**src/rtl/ping_pong_if.sv**
```systemverilog
// Fill/drain handshake and memory address bundle of one ping-pong buffer sequencer.
// master is the controller's view; slave is the producer/memory/consumer side.
interface ping_pong_if #(
    parameter int ADDR_WIDTH = 3
);
    logic                  in_valid;
    logic                  in_ready;
    logic                  wr_en;
    logic                  wr_bank;
    logic [ADDR_WIDTH-1:0] wr_addr;
    logic                  rd_en;
    logic                  rd_bank;
    logic [ADDR_WIDTH-1:0] rd_addr;
    logic                  out_valid;
    logic                  out_ready;
    logic                  out_last;
    logic                  out_bank;
    logic [1:0]            bank_full;
    logic                  idle;

    modport master (
        input  in_valid, out_ready,
        output in_ready, wr_en, wr_bank, wr_addr,
        output rd_en, rd_bank, rd_addr,
        output out_valid, out_last, out_bank, bank_full, idle
    );

    modport slave (
        output in_valid, out_ready,
        input  in_ready, wr_en, wr_bank, wr_addr,
        input  rd_en, rd_bank, rd_addr,
        input  out_valid, out_last, out_bank, bank_full, idle
    );
endinterface

```
**src/rtl/ping_pong_ctrl.sv**
```systemverilog
// Two-bank ping-pong sequencer: fills one bank while the other drains to the array.
// Holds only addresses, bank pointers and full flags; the data lives in external memory.
module ping_pong_ctrl #(
    parameter int TOTAL_DEPTH = 8,
    parameter int ADDR_WIDTH  = $clog2(TOTAL_DEPTH)
) (
    input logic         clk,
    input logic         rst,
    ping_pong_if.master bus
);
    localparam logic [ADDR_WIDTH-1:0] LAST_ADDR = ADDR_WIDTH'(TOTAL_DEPTH - 1);
    localparam logic [ADDR_WIDTH-1:0] ADDR_ONE  = ADDR_WIDTH'(1);

    logic                  wb_q, wb_d;
    logic [ADDR_WIDTH-1:0] wcnt_q, wcnt_d;
    logic                  rb_q, rb_d;
    logic [ADDR_WIDTH-1:0] rcnt_q, rcnt_d;
    logic [1:0]            full_q, full_d;
    logic                  out_valid_q, out_valid_d;
    logic                  out_last_q, out_last_d;
    logic                  out_bank_q, out_bank_d;

    logic in_ready;
    logic wr_en;
    logic rd_en;

    always_comb begin
        in_ready    = ~full_q[wb_q];
        wr_en       = bus.in_valid & in_ready;
        rd_en       = full_q[rb_q] & (~out_valid_q | bus.out_ready);

        wb_d        = wb_q;
        wcnt_d      = wcnt_q;
        rb_d        = rb_q;
        rcnt_d      = rcnt_q;
        full_d      = full_q;
        out_last_d  = out_last_q;
        out_bank_d  = out_bank_q;
        out_valid_d = rd_en | (out_valid_q & ~bus.out_ready);

        // Fill and drain completions always act on different banks, so both may apply.
        if (wr_en) begin
            if (wcnt_q == LAST_ADDR) begin
                wcnt_d       = '0;
                full_d[wb_q] = 1'b1;
                wb_d         = ~wb_q;
            end else begin
                wcnt_d = wcnt_q + ADDR_ONE;
            end
        end

        if (rd_en) begin
            out_last_d = (rcnt_q == LAST_ADDR);
            out_bank_d = rb_q;
            if (rcnt_q == LAST_ADDR) begin
                rcnt_d       = '0;
                full_d[rb_q] = 1'b0;
                rb_d         = ~rb_q;
            end else begin
                rcnt_d = rcnt_q + ADDR_ONE;
            end
        end
    end

    always_ff @(posedge clk) begin
        if (rst) begin
            wb_q        <= 1'b0;
            wcnt_q      <= '0;
            rb_q        <= 1'b0;
            rcnt_q      <= '0;
            full_q      <= 2'b00;
            out_valid_q <= 1'b0;
            out_last_q  <= 1'b0;
            out_bank_q  <= 1'b0;
        end else begin
            wb_q        <= wb_d;
            wcnt_q      <= wcnt_d;
            rb_q        <= rb_d;
            rcnt_q      <= rcnt_d;
            full_q      <= full_d;
            out_valid_q <= out_valid_d;
            out_last_q  <= out_last_d;
            out_bank_q  <= out_bank_d;
        end
    end

    assign bus.in_ready  = in_ready;
    assign bus.wr_en     = wr_en;
    assign bus.wr_bank   = wb_q;
    assign bus.wr_addr   = wcnt_q;
    assign bus.rd_en     = rd_en;
    assign bus.rd_bank   = rb_q;
    assign bus.rd_addr   = rcnt_q;
    assign bus.out_valid = out_valid_q;
    assign bus.out_last  = out_last_q;
    assign bus.out_bank  = out_bank_q;
    assign bus.bank_full = full_q;
    assign bus.idle      = ~full_q[0] & ~full_q[1] & ~out_valid_q & (wcnt_q == '0);
endmodule

```
**src/flat_wrapper.sv**
```systemverilog
// flat-port wrapper written by rule: the top's interface ports become plain ports
module ping_pong_ctrl_flat 
#(
    parameter int TOTAL_DEPTH = 8,
    parameter int ADDR_WIDTH  = $clog2(TOTAL_DEPTH)
)
  (clk, rst, bus_in_valid, bus_out_ready, bus_in_ready, bus_wr_en, bus_wr_bank, bus_wr_addr, bus_rd_en, bus_rd_bank, bus_rd_addr, bus_out_valid, bus_out_last, bus_out_bank, bus_bank_full, bus_idle);
  ping_pong_if #(.ADDR_WIDTH(ADDR_WIDTH)) bus_i ();
  input logic clk;
  input logic rst;
  input wire logic [$bits(bus_i.in_valid)-1:0] bus_in_valid;
  input wire logic [$bits(bus_i.out_ready)-1:0] bus_out_ready;
  output wire logic [$bits(bus_i.in_ready)-1:0] bus_in_ready;
  output wire logic [$bits(bus_i.wr_en)-1:0] bus_wr_en;
  output wire logic [$bits(bus_i.wr_bank)-1:0] bus_wr_bank;
  output wire logic [$bits(bus_i.wr_addr)-1:0] bus_wr_addr;
  output wire logic [$bits(bus_i.rd_en)-1:0] bus_rd_en;
  output wire logic [$bits(bus_i.rd_bank)-1:0] bus_rd_bank;
  output wire logic [$bits(bus_i.rd_addr)-1:0] bus_rd_addr;
  output wire logic [$bits(bus_i.out_valid)-1:0] bus_out_valid;
  output wire logic [$bits(bus_i.out_last)-1:0] bus_out_last;
  output wire logic [$bits(bus_i.out_bank)-1:0] bus_out_bank;
  output wire logic [$bits(bus_i.bank_full)-1:0] bus_bank_full;
  output wire logic [$bits(bus_i.idle)-1:0] bus_idle;
  assign bus_i.in_valid = bus_in_valid;
  assign bus_i.out_ready = bus_out_ready;
  assign bus_in_ready = bus_i.in_ready;
  assign bus_wr_en = bus_i.wr_en;
  assign bus_wr_bank = bus_i.wr_bank;
  assign bus_wr_addr = bus_i.wr_addr;
  assign bus_rd_en = bus_i.rd_en;
  assign bus_rd_bank = bus_i.rd_bank;
  assign bus_rd_addr = bus_i.rd_addr;
  assign bus_out_valid = bus_i.out_valid;
  assign bus_out_last = bus_i.out_last;
  assign bus_out_bank = bus_i.out_bank;
  assign bus_bank_full = bus_i.bank_full;
  assign bus_idle = bus_i.idle;
  ping_pong_ctrl #(.TOTAL_DEPTH(TOTAL_DEPTH), .ADDR_WIDTH(ADDR_WIDTH)) u_core (.clk(clk), .rst(rst), .bus(bus_i));
endmodule
```
**config.mk**
```make
export PLATFORM = sky130hd
export DESIGN_NAME = ping_pong_ctrl_flat
export DESIGN_NICKNAME = d
export VERILOG_FILES = /design/src/rtl/ping_pong_if.sv /design/src/rtl/ping_pong_ctrl.sv /design/src/flat_wrapper.sv
export SDC_FILE = /design/constraint.sdc
export NUM_CORES = 1
export LEC_CHECK = 0
export BUFFER_PORTS_ARGS = -buffer_cell sky130_fd_sc_hd__buf_2
export CAP_MARGIN = 20
export CORE_MARGIN = 1
export CORE_UTILIZATION = 42
export DETAILED_ROUTE_END_ITERATION = 7
export GPL_ROUTABILITY_DRIVEN = 0
export PLACE_DENSITY = 0.78
export SLEW_MARGIN = 20
export SYNTH_ARGS = -nofsm -noshare
export SYNTH_HDL_FRONTEND = slang
export SYNTH_SLANG_ARGS = --single-unit
```
**constraint.sdc**
```tcl
create_clock -name clk -period 1.4 [get_ports clk]
set_clock_uncertainty 0.1 [all_clocks]
set_input_delay 0.21 -clock clk [delete_from_list [all_inputs] [get_ports clk]]
set_output_delay 0.21 -clock clk [all_outputs]
set_load 0.01 [all_outputs]
```
### After elaboration in Yosys (flattened, before gate mapping)

Cells that the tools add are included.

* output and inout port bits: 17
* word-level logic and storage cells: 53
* bits in registers: 13
* input port bits: 4

* add/sub/neg operators: 2
* bitwise operators: 18
* reductions and logical operators: 5
* equal/unequal tests: 2
* $lt $le $gt $ge: 4
* multiplexer cells: 14

Operator list (count)
* 2-bit two-way mux: 4
* 1-bit NOT: 7
* 3-bit by 1-bit adder with 3-bit output, second input constant: 2
* 1-bit AND: 6
* 3-bit == test, second input constant: 2
* 1-bit two-way mux: 6
* 3-bit two-way mux: 2
* 1-bit by 2-bit < comparator with 1-bit output, second input constant: 2
* 2-bit AND reduction: 2
* 3-bit zero test: 1
* 2-bit AND: 1
* 1-bit demux with 1-bit select: 2
* 1-bit greater-or-equal comparator, second input constant: 2
* 1-bit logical AND: 2
* 2-bit NOT: 1
* 1-bit bitwise OR: 2
* 2-bit bitwise OR: 1

### Longest topological paths before layout

* depth after elaboration: 10
* gate-level depth with buffers: 5

### Worst setup path before layout

Ideal clock, no wire load.

* path type: register to register
* start point: register u_core.rcnt_q[0], in the netlist u_core.bus.rd_addr[0]
* end point: register u_core.rcnt_q[0], in the netlist u_core.bus.rd_addr[0]
* stages on the path, launching flop included: 5
* slack: -122 ps
* data arrival time: 1352 ps
* period minus slack after synthesis: 1522 ps
* cell sequence: dfxtp_1 -> ha_1 -> ha_1 -> or4_1 -> a21oi_1

* longest elaborated chain between the ends: 2
* elaborated cells on any way between the ends: 3

RTL lines
* from (decl): line ping_pong_ctrl.sv:17 `logic [ADDR_WIDTH-1:0] rcnt_q, rcnt_d;`
* from (signal assigned): line ping_pong_ctrl.sv:79 `rcnt_q <= rcnt_d;`
* 3-bit by 1-bit adder with 3-bit output or 3-bit == test (tied branches): line ping_pong_ctrl.sv:60, ping_pong_ctrl.sv:55
* 3-bit two-way mux (*): line ping_pong_ctrl.sv:55 `if (rcnt_q == LAST_ADDR) begin`

Every way passes the cells marked *; elsewhere a longest branch is shown, timed or not.
A chain may end at the register's enable or synchronous reset.

### Final worst setup path

* start point: register u_core.wcnt_q[2], in the netlist u_core.bus.wr_addr[2]
* end point: output bus_idle

* longest elaborated chain between the ends: 2

RTL lines
* from (decl): line ping_pong_ctrl.sv:15 `logic [ADDR_WIDTH-1:0] wcnt_q, wcnt_d;`
* from (signal assigned): line ping_pong_ctrl.sv:77 `wcnt_q <= wcnt_d;`
* 3-bit zero test: line ping_pong_ctrl.sv:98 `assign bus.idle = ~full_q[0] & ~full_q[1] & ~out_valid_q & (wcnt_q == '0);`
* 1-bit AND: line ping_pong_ctrl.sv:98
* to (decl): line flat_wrapper.sv:24 `output wire logic [$bits(bus_i.idle)-1:0] bus_idle;`

Every way passes these cells.

==> summary by stage <==
Run status
The run finished, with violations left. The final reports fail on negative setup slack.

STA
The worst relative slew slack is 79.5%. The final critical path takes up 108% of the cycle. Setup repair after global routing could not meet its margin everywhere. The final-report hold violation count was 0. The worst hold slack is 0.158 ns. The routed design could run at a clock period as short as 1.51 ns. For the pin with the worst max-slew slack, the measured transition is 0.308 ns. The number of setup violations in the final report is 7. The number of slew-limit violations in the final report came to 0. The fmax is 0.660 GHz. The smallest setup slack after layout is -0.115 ns.

Routing
The iteration count of the initial detailed-routing pass is 4. The via-per-instance ratio is 5.98. In the final routed layout, each cell accounts on average for 18.7 um.

The number of routed nets with antenna violations is 0. The DRC violation count after routing is 0. The total length of routed wires is 2350 um. In this run, the number of DRC markers left after iteration 0 of detailed routing was 55.

The routed layout has 754 vias.

Synth
The net count after synthesis is 78. The sequential element share of the synthesized area is 41.0%. The number of distinct library cell variants in the gate-level netlist after synthesis is 28.

The mean instance size in the synthesized netlist is 9.19 um^2. The number of warnings printed during yosys synthesis is 0. The cell count after synthesis is 69. The synthesis-stage register bit count is 13.

The synthesized netlist occupies a cell area of 634 um^2.

Clock tree
The clock drives 13 sinks. After clock tree synthesis, the clock-pin slew on the worst setup and hold paths is 0.08 ns. The TritonCTS clock tree is built. The clock network latency to the later pin of the worst-skew pair is 0.29 ns. The maximum number of buffers from clock root to sink is 2. Hold repair after CTS inserted 0 buffers. The total number of H-tree levels is 1. The root buffer selected by CTS is clkbuf_4. In this run, CTS created clock tree buffers numbering 3.

Power and ir drop
The largest vdd supply drop is 0.000684 V. The power density of the placed cells is 650 nW/um^2. The total power consumption of the routed design is 720 uW. For this design the static power due to leakage is 0.480 nW.

Floorplan
The row count is 13. The number of ports placed on the die boundary is 21. The region available for standard cell placement spans 1350 um^2. The vertical die dimension is 40.9 um. The x dimension of the die is 40.9 um. The die covers 1670 um^2. Once the floorplan was initialized, standard cells occupied 47.0% of the core.

Finish
The post-layout instance area is 1110 um^2. Leaving out fill and tap cells, the most frequent cells in the layout are buf_2, buf_4, a21oi_1. The antenna diode instance count is 0.

The count of nets after finishing is 121. The layout overhead on the synthesized area is 74.6%. The proportion of layout cells with a drive suffix above 1 is 64.9%. The leading cell type in the layout, fill and taps excluded is buf_2.

Global routing
The pin count of the biggest net entering global routing is 16. The initial antenna violation count is 0. The global-route wire length before repair is 2820 um. Global routing consumed, over all layers together, 27.2% of the routing resources. The global-route track usage on met2 is 43.8%.

The met1 global-route usage is 33.8%. The global routing stage identified its most utilized layer as met2. The total overflow reported by the global router is 0. For this run, global-route usage on met3 was measured as 8.15%. The via count of the first global-routing pass is 583.

Min path
The worst hold path belongs to the class in -> reg.

Placed design
After legalization and detailed placement, the total HPWL measured 1170 um. The cell area after placement is 866 um^2. Port buffering added 20 buffers.

Worst setup path
The type of destination of the critical path is an output pin. STA classifies the critical path startpoint as a flip-flop. The required time at the worst-slack endpoint is 1.09 ns.

The critical path in this run is classified as reg -> out. In this run the worst path has a maximum fanout of 3. For the worst setup path, the data arrival time is 1.20 ns.

Flow run
The max-cap violation count is 0.
## worst paths after layout
path,start,endpoint,slack [ns],cells past startpoint
min reg2reg,u_core.bus.out_last,u_core.bus.out_last,0.39,2
max,u_core.bus.wr_addr[2],bus_idle,-0.11,3
max reg2reg,u_core.bus.rd_addr[0],u_core.bus.rd_addr[0],-0.08,4
min,bus_in_valid,u_core.bus.wr_addr[0],0.16,3
## cell usage after synthesis (all sizes together)
master | count | area, um^2
dfxtp | 13 | 260
a21oi | 7 | 35.0
o21ai | 6 | 30.0
ha | 5 | 62.6
nor2 | 5 | 18.8
inv | 4 | 15.0
nand3 | 3 | 15.0
a311oi | 2 | 17.5
and2 | 2 | 12.5
mux2 | 2 | 22.5
mux2i | 2 | 23.8
nand2 | 2 | 7.51
nand4 | 2 | 12.5
o31ai | 2 | 15.0
a31oi | 1 | 6.26
buf | 1 | 11.3
clkbuf | 1 | 3.75
nand2b | 1 | 6.26
nand4b | 1 | 8.76
nor2b | 1 | 6.26
nor3 | 1 | 5.00
nor4 | 1 | 6.26
o21bai | 1 | 7.51
o221a | 1 | 11.3
or3 | 1 | 6.26
or4 | 1 | 7.51
## where the power goes
group	switching, mW	internal [mW]	total [mW]
sequential	0.00593	0.368	0.374
combinational	0.0514	0.0476	0.0990
clock	0.135	0.111	0.246
total	0.193	0.527	0.720
## metrics by stage
stage                     setup TNS, ns  util [%]  setup slack [ns]  std cells
after floorplan                 -0.0454         -           -0.0454         69
after global placement          -0.0250      64.1           -0.0250        112
after detailed placement         -0.107      64.1           -0.0653        112
after CTS                        -0.351      75.3           -0.0726        122
after global routing             -0.700      82.0            -0.146        126
final                            -0.415      82.0            -0.115        126
## registers in the layout (all words and copies together), names as in the netlist
name                  cells
u_core.bus.wr_bank        1
u_core.bus.out_bank       1
u_core.bus.out_last       1
u_core.bus.out_valid      1
u_core.bus.bank_full      2
u_core.bus.rd_bank        1
u_core.bus.rd_addr        3
u_core.bus.wr_addr        3
## cell families (layout without fill, tap and decap cells)
logic type	Yosys count	count (layout)	share of synthesized area [%]
and+or+nand+nor	21	21	17.8
buffers and inverters	6	48	4.73
AOI/OAI and AO/OA	20	20	19.3
muxes	4	4	7.30
DFF	13	13	41.0
adders and majority gates	5	5	9.86
## per-layer routing
layer  share of wire [%]  wire length, um
met1                  41              973
met2                  48             1130
met3                 7.1              167
met4                 3.2               75
met5                   0                0
## final cells by class
| type | instances | area (um^2) |
|---|---|---|
| fill | 81 | 243 |
| timing repair buffer | 40 | 278 |
| sequential | 13 | 283 |
| multi-input combinational | 50 | 484 |
| inverter | 4 | 17.5 |
| tap | 15 | 18.8 |
| clock buffer | 4 | 26.3 |
## worst max-delay path: stages, from the launching register on
cell and delay (ns):
dfxtp_4 0.36, nor4_2 0.26, and2_1 0.16, buf_2 0.13
## timing repair
item,CTS,global route
endpoints found under the setup margin,7,10
setup buffers,6,4
pin swaps,6,5
gates cloned,0,0
resized for setup,23,13
No activity file was read; power rests on OpenSTA's default activity.
